**src/rtl/if_pkg.sv**
```systemverilog
// Shared types and constants for the dual-issue instruction fetch front end.
package if_pkg;

    localparam logic [31:0] NOP_INSTR  = 32'h0000_0013;
    localparam int          FIFO_DEPTH = 2;
    localparam int          CNT_W      = $clog2(FIFO_DEPTH + 1);

    typedef struct packed {
        logic [31:0] pc;
        logic [31:0] i1;
        logic [31:0] i2;
        logic        v2;
    } fetch_pair_t;

    // Value decode sees whenever nothing is buffered.
    localparam fetch_pair_t IDLE_PAIR = '{pc: 32'h0, i1: NOP_INSTR, i2: NOP_INSTR, v2: 1'b0};

endpackage

```
**src/rtl/if_pair_fifo.sv**
```systemverilog
// Two-entry buffer of fetched instruction pairs; the head reads as IDLE_PAIR when empty.
module if_pair_fifo
    import if_pkg::*;
(
    input  logic             clk,
    input  logic             rst_n,
    input  logic             flush,
    input  logic             push,
    input  logic             pop,
    input  fetch_pair_t      push_data,
    output fetch_pair_t      head,
    output logic [CNT_W-1:0] count
);

    fetch_pair_t mem [FIFO_DEPTH];
    logic        wr_ptr;
    logic        rd_ptr;

    always_ff @(posedge clk) begin
        if (push && !flush) begin
            mem[wr_ptr] <= push_data;
        end
    end

    always_ff @(posedge clk or negedge rst_n) begin
        if (!rst_n) begin
            count  <= '0;
            wr_ptr <= 1'b0;
            rd_ptr <= 1'b0;
        end else if (flush) begin
            count  <= '0;
            wr_ptr <= 1'b0;
            rd_ptr <= 1'b0;
        end else begin
            if (push) wr_ptr <= ~wr_ptr;
            if (pop)  rd_ptr <= ~rd_ptr;
            if (push && !pop)      count <= count + 1'b1;
            else if (pop && !push) count <= count - 1'b1;
        end
    end

    assign head = (count != '0) ? mem[rd_ptr] : IDLE_PAIR;

endmodule

```
**src/rtl/if_fetch_unit.sv**
```systemverilog
// Dual-issue fetch front end: PC, credit-gated ROM issue, redirect flush, pair buffer.
// Optional performance counters are enabled by defining IF_PERF_CNT_EN.
module if_fetch_unit
    import if_pkg::*;
#(
    parameter logic [31:0] RESET_PC = 32'h0000_0000,
    parameter int          ROM_AW   = 10
) (
    input  logic              clk,
    input  logic              rst_n,
    output logic [ROM_AW-1:0] rom_addr,
    input  logic [31:0]       rom_instr1,
    input  logic [31:0]       rom_instr2,
    input  logic              redirect_valid,
    input  logic [31:0]       redirect_pc,
    output logic              if_valid,
    input  logic              if_ready,
    output logic [31:0]       if_pc,
    output logic [31:0]       if_instr1,
    output logic [31:0]       if_instr2,
    output logic              if_instr2_valid
`ifdef IF_PERF_CNT_EN
    ,
    output logic [31:0]       perf_stall_cycles,
    output logic [31:0]       perf_redirects
`endif
);

    logic [31:0]      pc;
    logic             inflight;
    logic [31:0]      inflight_pc;
    logic             inflight_last;
    logic [CNT_W-1:0] fifo_count;
    fetch_pair_t      head;
    fetch_pair_t      push_data;
    logic             push;
    logic             pop;
    logic             issue;
    logic             last_word;
    logic [2:0]       occupancy;
    logic [2:0]       credit;
    logic [31:0]      redirect_target;

    assign rom_addr        = pc[ROM_AW+1:2];
    assign last_word       = &rom_addr;
    assign redirect_target = redirect_pc & 32'hFFFF_FFFC;

    assign if_valid        = (fifo_count != '0);
    assign if_pc           = head.pc;
    assign if_instr1       = head.i1;
    assign if_instr2       = head.i2;
    assign if_instr2_valid = head.v2;

    // A redirect cancels this cycle's pop, push and issue outright.
    assign pop       = if_valid && if_ready && !redirect_valid;
    assign push      = inflight && !redirect_valid;
    assign occupancy = {{(3-CNT_W){1'b0}}, fifo_count} + {2'b00, inflight};
    assign credit    = 3'd1 + {2'b00, pop};
    assign issue     = !redirect_valid && (occupancy <= credit);

    always_comb begin
        push_data    = IDLE_PAIR;
        push_data.pc = inflight_pc;
        push_data.i1 = rom_instr1;
        push_data.i2 = inflight_last ? NOP_INSTR : rom_instr2;
        push_data.v2 = !inflight_last;
    end

    // The last ROM word has no partner, so it issues alone and the PC steps by 4.
    always_ff @(posedge clk or negedge rst_n) begin
        if (!rst_n) begin
            pc            <= RESET_PC;
            inflight      <= 1'b0;
            inflight_pc   <= '0;
            inflight_last <= 1'b0;
        end else if (redirect_valid) begin
            pc            <= redirect_target;
            inflight      <= 1'b0;
        end else begin
            inflight <= issue;
            if (issue) begin
                inflight_pc   <= pc;
                inflight_last <= last_word;
                pc            <= pc + (last_word ? 32'd4 : 32'd8);
            end
        end
    end

    if_pair_fifo u_fifo (
        .clk       (clk),
        .rst_n     (rst_n),
        .flush     (redirect_valid),
        .push      (push),
        .pop       (pop),
        .push_data (push_data),
        .head      (head),
        .count     (fifo_count)
    );

`ifdef IF_PERF_CNT_EN
    always_ff @(posedge clk or negedge rst_n) begin
        if (!rst_n) begin
            perf_stall_cycles <= '0;
            perf_redirects    <= '0;
        end else begin
            if (if_valid && !if_ready && (perf_stall_cycles != '1))
                perf_stall_cycles <= perf_stall_cycles + 32'd1;
            if (redirect_valid && (perf_redirects != '1))
                perf_redirects <= perf_redirects + 32'd1;
        end
    end
`endif

endmodule
```
**config.mk**
```make
export PLATFORM = sky130hd
export DESIGN_NAME = if_fetch_unit
export DESIGN_NICKNAME = d
export VERILOG_FILES = /design/src/rtl/if_pkg.sv /design/src/rtl/if_pair_fifo.sv /design/src/rtl/if_fetch_unit.sv
export SDC_FILE = /design/constraint.sdc
export NUM_CORES = 1
export LEC_CHECK = 0
export CAP_MARGIN = 20
export CORE_ASPECT_RATIO = 0.8
export CORE_UTILIZATION = 45
export DETAILED_ROUTE_END_ITERATION = 10
export PLACE_DENSITY = 0.71
export SYNTH_ARGS = -nofsm -noshare
export SYNTH_HDL_FRONTEND = slang
export SYNTH_SLANG_ARGS = --single-unit
```
**constraint.sdc**
```tcl
create_clock -name clk -period 9.3 [get_ports clk]
set_input_delay 1.86 -clock clk [delete_from_list [all_inputs] [get_ports clk]]
set_output_delay 1.86 -clock clk [all_outputs]
set_load 0.01 [all_outputs]
```
==> results of run 1 <==
## cell usage in the layout, fill, tap and decap left out, types with 4 or more instances in the layout
| cell type | Yosys | layout |
|---|---|---|
| buf_4 | 12 | 10 |
| nor2_1 | 111 | 109 |
| nand3_1 | 17 | 17 |
| clkbuf_16 | 0 | 27 |
| clkinv_2 | 0 | 4 |
| clkinv_1 | 1 | 4 |
| or2_2 | 5 | 5 |
| mux2_2 | 30 | 30 |
| or4_1 | 17 | 17 |
| edfxtp_1 | 190 | 190 |
| ha_1 | 5 | 5 |
| nand2_1 | 34 | 34 |
| mux2i_1 | 99 | 99 |
| dfrtp_1 | 66 | 65 |
| o2111ai_1 | 4 | 4 |
| o21ai_0 | 12 | 11 |
| clkdlybuf4s50_1 | 0 | 202 |
| nand4_1 | 9 | 9 |
| clkbuf_1 | 22 | 7 |
| nor2b_1 | 31 | 31 |
| xor2_1 | 6 | 6 |
| inv_1 | 13 | 13 |
| o31ai_1 | 9 | 9 |
| a31oi_1 | 12 | 12 |
| o211ai_1 | 6 | 6 |
| o311ai_0 | 4 | 4 |
## power breakdown
part | total (mW) | switching [mW] | internal, mW
logic | 1.06 | 0.543 | 0.512
registers | 1.66 | 0.149 | 1.51
clock network | 1.04 | 0.407 | 0.629
## kinds of logic after synthesis
logic type,count (synthesis),share of synthesized area
AO/OA/AOI/OAI,64,0.0426
AND/OR/NAND/NOR,250,0.114
other,1,0.000344
multiplexers,129,0.122
buffers and inverters,66,0.0288
XOR/XNOR,9,0.00724
adder cells (fa/ha/maj),7,0.00942
flip-flops,256,0.675
## stage by stage
stage	cell area, sq um	setup slack (ns)
floorplan	10900	2.62
global placement	13200	3.13
detailed placement	13200	3.04
CTS	14000	3.55
global route	14000	3.23
finish	14000	3.54
## worst min-delay path by stage
| stage | startpoint | to | slack, ns |
|---|---|---|---|
| finish | inflight_pc[29] | u_fifo.mem[1][94] | 0.47 |
| global route | inflight_pc[29] | u_fifo.mem[1][94] | 0.48 |
| CTS | inflight_pc[6] | u_fifo.mem[1][71] | 0.46 |
| detailed placement | inflight_pc[6] | u_fifo.mem[0][71] | 0.45 |
| global placement | inflight_pc[21] | u_fifo.mem[0][86] | 0.45 |
| floorplan | inflight_pc[2] | u_fifo.mem[0][67] | 0.44 |
## Yosys cell counts, types with 4 or more instances
| cell | n | area [sq um] |
|---|---|---|
| a31oi_1 | 12 | 75.1 |
| and3_1 | 4 | 25.0 |
| buf_1 | 11 | 41.3 |
| buf_2 | 5 | 25.0 |
| buf_4 | 12 | 90.1 |
| clkbuf_1 | 22 | 82.6 |
| dfrtp_1 | 66 | 1650 |
| edfxtp_1 | 190 | 5710 |
| ha_1 | 5 | 62.6 |
| inv_1 | 13 | 48.8 |
| mux2_2 | 30 | 338 |
| mux2i_1 | 99 | 991 |
| nand2_1 | 34 | 128 |
| nand3_1 | 17 | 85.1 |
| nand4_1 | 9 | 56.3 |
| nor2_1 | 111 | 417 |
| nor2b_1 | 31 | 194 |
| o2111ai_1 | 4 | 35.0 |
| o211ai_1 | 6 | 45.0 |
| o21ai_0 | 12 | 60.1 |
| o311ai_0 | 4 | 35.0 |
| o31ai_1 | 9 | 67.6 |
| or2_2 | 5 | 31.3 |
| or4_1 | 17 | 128 |
| xor2_1 | 6 | 52.6 |
## flip-flops by register name (all words and copies together) (netlist names)
name           cells
inflight           1
inflight_last      1
inflight_pc       30
pc                30
u_fifo.count       2
u_fifo.mem       190
u_fifo.rd_ptr      1
u_fifo.wr_ptr      1
## routing by layer
metal,global-route usage,vias up,share of wire
li1,-,3275,-
met1,0.273,3380,0.47
met2,0.292,244,0.45
met3,0.0353,27,0.068
met4,0.0343,0,0.013
met5,0,-,0
## area by class of cell
type | instances | area [sq um]
Fill cell | 1858 | 9570
Sequential cell | 256 | 7360
Multi-Input combinational cell | 461 | 3250
Timing Repair Buffer | 213 | 2100
Clock buffer | 36 | 729
Tap cell | 312 | 390
Clock inverter | 11 | 129
Inverter | 14 | 52.6
==> metrics.yaml, run 1 <==
worst_setup_path:
  regToRegEndpoint: "inflight_pc[21]"
  startpoint_type: "input pin"
  rr_worst_depth: 10
  r2r_slack_ns: 5.56
  critPathTopFamily: "buffers and inverters"
  r2r_start: "u_fifo.count[1]"
  cp.depth: 11
  critical_path.cell_chain: "clkdlybuf4s50_1 -> buf_4 -> inv_1 -> nand3_1 -> inv_1 -> fa_1 -> nor3b_2 -> nor2_1 -> nor2_2 -> buf_4 -> mux2_2"
  max_stage_delay_ns: 0.81
  cp.arrival_ns: 6.16
  cp.required_ns: 9.70
  critPathBufInv: 5
  crit_fanout: 49
  critPathKind: "in -> reg"
  crit_path_start: "redirect_valid"
  worstSetupEndpointType: "register"
  endpoint: "inflight_pc[21]"
  crit_slowest_cell: "inv_1"
sta:
  drv_slew: 0
  fin_hold_ws_ns: 0.466
  period_share: 0.619
  fmaxAchievable_mhz: 174
  min_period_ns: 5.76
  finalSetupViolCount: 0
  finClkSkew_ns: 0.0128
  finalHoldViolations: 0
  max_slew_margin: 0.277
  tightest_slew_ns: 1.08
  rsz0062_at_grt: "no"
  timing.setup.tns_ns: 0
logic_synthesis:
  synthFlopType: "edfxtp_1"
  synthCells: 782
  syn-cell-area_sq_mm: 0.0109
  synthArstFlopShare: 0.258
  syn_avg_cell_area_sq_um: 13.9
  synth_cell_types: 56
  ys_ff_latch: 256
  synth-edff-count: 190
  yosysSeqAreaShare: 0.675
  synth_warnings: 0
floorplan:
  start_util: 0.462
  die_y_microns: 141
  std_cell_rows: 50
  core_sq_mm: 0.0236
  die_area_sq_mm: 0.0248
  ios: 208
  die_width_microns: 176
grt:
  grt_pass1_wl_microns: 36300
  grt_pass1_vias: 6619
  grt_use_total: 0.186
  antenna_found_initial: 0
  grt_max_degree: 90
  overflow: 0
pwr:
  leakage_nw: 4.80
  vdd_drop_max_mv: 0.148
  totalPowerFinal_mw: 3.75
  power.density_mw_per_mm2: 268
clock_tree:
  cts_buffer_depth: 3
  clock-root-buffer: "clkbuf_16"
  insertion_delay_ns: 0.51
  h-tree-depth: 1
  cts_sinks: 256
  ctsHoldBuffers: 0
  cts_tree: "yes"
  clkSlewWorstSetupHoldPaths_ns: 0.06
  postCtsSetupRepairBufs: 0
  cts_made_buffers: 26
  cts_resized: 0
finish:
  fin_util: 0.594
  antennaDiodeCount: 0
  area_delta_synth_final_pct: 28.7
  final_cells: 1303
  drive_above_1_share: 0.0938
  nets: 1079
route:
  dr.pass1.iters: 5
  num_vias: 6926
  wl_microns: 23400
  drt-initial-drc-count: 534
  postRouteAntennaNets: 0
  wire_per_inst_microns: 18.0
  drcViolationCount: 0
  via_per_inst: 5.32
placement:
  placedCellCount: 1256
  hpwl_microns: 14600
  place.gp.congestion: 0.812
  io_buffer_count: 203
worst_hold_path:
  holdCritPathClass: "reg -> reg"
  holdPathStages: 0
run:
  cap_violations: 0
status:
  status: "finished clean"
Power figures use the tool's default switching activity.
==> inputs of run 2 (changes only) <==
clock period = 5.9 ns   (was 9.3 ns; I/O delays follow)
==> run 2 against run 1 <==
  * Sequential power rose by 58%
  * Clock skew fell by 0.0044 ns
  * Setup slack got worse by 1.8 ns
  * Largest power group unchanged
  * First-iteration DRC count rose by 5.6%
  * Via count rose by 0.45%
  * Core utilization rose by 0.21 points
  * Cell count rose by 0.23%
  * Clock power rose by 60%
  * Highest routed layer unchanged
  * Register-to-register slack got worse by 3.2 ns
  * Critical path depth fell by 7
  * Wire length rose by 1.6%
  * Cell area rose by 0.35%
==> metrics.yaml, run 2 (synthesized netlist as in run 1, its figures left out) <==
route:
  wire_per_inst_microns: 18.2
  postRouteAntennaNets: 0
  drt-initial-drc-count: 564
  drcViolationCount: 0
  dr.pass1.iters: 5
  num_vias: 6957
  via_per_inst: 5.33
  wl_microns: 23800
finish:
  final_cells: 1306
  layout_commonest_cell: "clkdlybuf4s50_1"
  largest_register: "u_fifo.mem"
  drive_above_1_share: 0.0966
  fill_cells: 1856
  largest_reg_flops: 190
  fin_area_sq_mm: 0.0141
  area_delta_synth_final_pct: 29.1
  reg.largest.list: "u_fifo.mem (190), inflight_pc (30), pc (30)"
  nets: 1083
  antennaDiodeCount: 0
  layout_common_cells: "clkdlybuf4s50_1, edfxtp_1, nor2_1"
worst_setup_path:
  critPathKind: "reg -> out"
  worstSetupEndpointType: "output pin"
  crit_path_start: "u_fifo.rd_ptr"
  regToRegEndpoint: "inflight_pc[19]"
  rr_worst_depth: 10
  startpoint_type: "register"
  endpoint: "if_pc[7]"
  cp.required_ns: 4.72
  crit_fanout: 51
  cp.arrival_ns: 2.97
  r2r_start: "u_fifo.count[0]"
  r2r_slack_ns: 2.39
clock_tree:
  cts_buffer_depth: 3
  clock-root-buffer: "clkbuf_16"
  insertion_delay_ns: 0.52
  cts_tree: "yes"
  cts_made_buffers: 26
  clkSlewWorstSetupHoldPaths_ns: 0.06
  h-tree-depth: 1
  postCtsSetupRepairBufs: 0
  cts_resized: 0
  cts_sinks: 256
  ctsHoldBuffers: 0
pwr:
  p_int_mw: 4.21
  p_seq_frac: 0.439
  comb_power_share: 0.282
  vdd_drop_max_mv: 0.259
  p_clk_frac: 0.279
  p_sw_mw: 1.75
  power.density_mw_per_mm2: 424
  leakage_nw: 4.83
  switching_share: 0.294
  totalPowerFinal_mw: 5.96
worst_hold_path:
  holdPathStages: 0
  holdCritPathClass: "reg -> reg"
sta:
  drv_slew: 0
  max_slew_margin: 0.312
  finClkSkew_ns: 0.00842
  rsz0062_at_grt: "no"
  finalHoldViolations: 0
  fmaxAchievable_mhz: 241
  timing.setup.tns_ns: 0
  finalSetupViolCount: 0
  period_share: 0.704
  tightest_slew_ns: 1.03
  min_period_ns: 4.15
floorplan:
  die_width_microns: 176
  ios: 208
  die_area_sq_mm: 0.0248
  std_cell_rows: 50
  die_y_microns: 141
  core_sq_mm: 0.0236
  start_util: 0.462
grt:
  overflow: 0
  grt_pass1_vias: 6897
  grt_max_degree: 96
  grt_pass1_wl_microns: 37700
  antenna_found_initial: 0
  grt_use_total: 0.193
placement:
  hpwl_microns: 14900
  place.gp.congestion: 0.781
  io_buffer_count: 203
  dpl_cell_area_sq_mm: 0.0132
  placedCellCount: 1260
run:
  cap_violations: 0
status:
  status: "finished clean"
-- run 2: worst min path at each step --
| stage | startpoint | slack, ns | end |
|---|---|---|---|
| floorplan | inflight_pc[2] | 0.44 | u_fifo.mem[0][67] |
| global placement | inflight_pc[9] | 0.45 | u_fifo.mem[1][74] |
| detailed placement | inflight_pc[23] | 0.45 | u_fifo.mem[1][88] |
| CTS | inflight_pc[29] | 0.46 | u_fifo.mem[0][94] |
| global route | inflight_pc[29] | 0.47 | u_fifo.mem[0][94] |
| finish | inflight_pc[23] | 0.46 | u_fifo.mem[1][88] |
-- run 2: critical path: stages, from the launching register on --
cell             delay [ns]
dfrtp_4                1.04
buf_4                  0.54
mux2i_1                0.24
nor2_1                 0.07
clkdlybuf4s50_1        0.53
-- run 2: layout make-up --
cell class	instances	area (sq um)	share of cell area
clock inverter	10	124	0.00881
multi-input combinational	461	3250	0.231
clock buffer	36	741	0.0527
timing repair buffer	217	2140	0.152
inverter	14	52.6	0.00374
sequential	256	7360	0.523
tap	312	390	0.0278
-- run 2: power by group through the flow --
stage	clock network (mW)	logic [mW]	registers [mW]
6_report	1.66	1.68	2.62
5_1_grt	1.77	1.83	2.66
4_1_cts	1.70	1.71	2.62
3_5_place_dp	0	1.70	2.66
3_3_place_gp	0	1.68	2.63
2_1_floorplan	0	1.03	2.56
-- run 2: per-stage QoR --
| step | hold WS [ns] | worst slack [ns] | util |
|---|---|---|---|
| after detailed placement | 0.451 | 1.59 | 0.560 |
| after global placement | 0.447 | 1.64 | 0.560 |
| final | 0.465 | 1.75 | 0.596 |
| after CTS | 0.462 | 1.68 | 0.596 |
| after floorplan | 0.438 | 1.35 | - |
| after global routing | 0.471 | 1.56 | 0.596 |
-- run 2: per-layer routing --
layer	GRT usage	routed length (microns)	part of all wire
met5	0	0	0
met4	0.0435	466	0.020
met3	0.0348	1600	0.067
met2	0.302	10800	0.45
met1	0.281	10900	0.46
==> inputs of run 3 (changes only) <==
PLACE_DENSITY = 0.73   (was 0.71)
clock period = 3.67 ns   (was 5.9 ns; I/O delays follow)
==> run 3 against run 2 <==
  * Non-clock buffer count rose by 13
  * Core utilization is 0.64 points higher
  * Sequential cell count stayed put
  * Critical path type unchanged
==> metrics.yaml, run 3 (synthesized netlist as in run 1, its figures left out) <==
worst_setup_path:
  critPathTopFamily: "buffers and inverters"
  critical_path.cell_chain: "nor2_4 -> buf_4 -> nor2_1 -> clkdlybuf4s50_1"
  rr_worst_depth: 10
  crit_fanout: 89
  critPathKind: "reg -> out"
  startpoint_type: "register"
  cp.arrival_ns: 2.66
  max_stage_delay_ns: 0.79
  r2r_slack_ns: 0.34
  regToRegEndpoint: "pc[26]"
  cp.depth: 4
  critPathBufInv: 2
  cp.required_ns: 2.94
  crit_slowest_cell: "buf_4"
  worstSetupEndpointType: "output pin"
  r2r_start: "pc[11]"
sta:
  drv_slew: 0
  rsz0062_at_grt: "no"
  min_period_ns: 3.39
  max_slew_margin: 0.298
  period_share: 0.925
  fmaxAchievable_mhz: 295
  finClkSkew_ns: 0.0110
  finalSetupViolCount: 0
  tightest_slew_ns: 1.05
  finalHoldViolations: 0
  setup_ws_ns: 0.277
  timing.setup.tns_ns: 0
finish:
  layout_common_cells: "clkdlybuf4s50_1, edfxtp_1, nor2_1"
  fill_cells: 1855
  reg.largest.list: "u_fifo.mem (190), inflight_pc (30), pc (30)"
  drive_above_1_share: 0.109
  multi_input_area_sq_mm: 0.00325
  area_delta_synth_final_pct: 30.5
  layout_commonest_cell: "clkdlybuf4s50_1"
  largest_reg_flops: 190
  largest_register: "u_fifo.mem"
  register_area_sq_mm: 0.00736
  antennaDiodeCount: 0
  nets: 1096
clock_tree:
  ctsHoldBuffers: 0
  cts_buffer_depth: 3
  clock-root-buffer: "clkbuf_16"
  h-tree-depth: 1
  cts_tree: "yes"
  insertion_delay_ns: 0.53
  clkSlewWorstSetupHoldPaths_ns: 0.06
  cts_made_buffers: 26
  cts_sinks: 256
pwr:
  p_seq_frac: 0.432
  power.density_mw_per_mm2: 677
  p_int_mw: 6.78
  comb_power_share: 0.304
  p_clk_frac: 0.265
  leakage_nw: 4.89
  switching_share: 0.296
  p_sw_mw: 2.84
  vdd_drop_max_mv: 0.387
floorplan:
  start_util: 0.462
  die_y_microns: 141
  die_width_microns: 176
  ios: 208
  core_sq_mm: 0.0236
  std_cell_rows: 50
  die_area_sq_mm: 0.0248
placement:
  io_buffer_count: 203
  hpwl_microns: 15400
  post-place-ws_ns: 0.179
  place.gp.congestion: 0.811
route:
  wl_microns: 23700
  wire_per_inst_microns: 18.0
  num_vias: 7005
  postRouteAntennaNets: 0
  drcViolationCount: 0
  dr.pass1.iters: 4
  drt-initial-drc-count: 450
  via_per_inst: 5.31
grt:
  grt_pass1_vias: 6948
  grt_use_total: 0.193
  overflow: 0
  grt_pass1_wl_microns: 37500
  antenna_found_initial: 0
  grt_max_degree: 96
status:
  status: "finished clean"
worst_hold_path:
  holdCritPathClass: "in -> async"
run:
  cap_violations: 0
run 3: cell type report:
type / instances / area share
clock inverter: 10 / 0.00528
inverter: 14 / 0.00370
multi-input combinational: 461 / 0.229
tap: 312 / 0.0275
sequential: 256 / 0.518
clock buffer: 37 / 0.0530
timing repair buffer: 230 / 0.164
run 3: worst max-delay path by stage:
stage,from,endpoint
global route,pc[11],pc[12]
global placement,if_ready,pc[20]
detailed placement,if_ready,pc[26]
floorplan,redirect_valid,u_fifo.mem[0][0]
CTS,u_fifo.count[1],if_instr2_valid
finish,u_fifo.count[1],if_pc[8]
run 3: routing by layer:
layer | up-vias | part of all wire | routed length, microns | GRT usage
met5 | - | 0 | 0 | 0
met4 | 0 | 0.020 | 470 | 0.0476
met3 | 33 | 0.063 | 1490 | 0.0340
met2 | 238 | 0.46 | 10800 | 0.311
met1 | 3430 | 0.46 | 10900 | 0.273
li1 | 3304 | - | - | -
run 3: metrics by stage:
stage	cells	util	hold slack, ns	instance area [sq um]	power [mW]
after floorplan	783	-	0.438	10900	5.77
after detailed placement	1273	0.568	0.454	13400	7.17
after global routing	1320	0.603	0.306	14200	10.1
final	1320	0.603	0.261	14200	9.62
after CTS	1320	0.603	0.260	14200	9.72
after global placement	1273	0.568	0.446	13400	7.10
run 3: timing repair:
action / 4_1_cts / 5_1_grt
gates resized for setup: 0 / 2
buffers inserted: 0 / 0
setup endpoints to repair: 0 / 1
run 3: power by group through the flow:
stage          combinational, mW  clock (mW)  sequential, mW
2_1_floorplan               1.67           0            4.10
3_3_place_gp                2.91           0            4.19
3_5_place_dp                2.95           0            4.22
4_1_cts                     2.96        2.60            4.16
5_1_grt                     3.16        2.70            4.23
6_report                    2.92        2.55            4.16
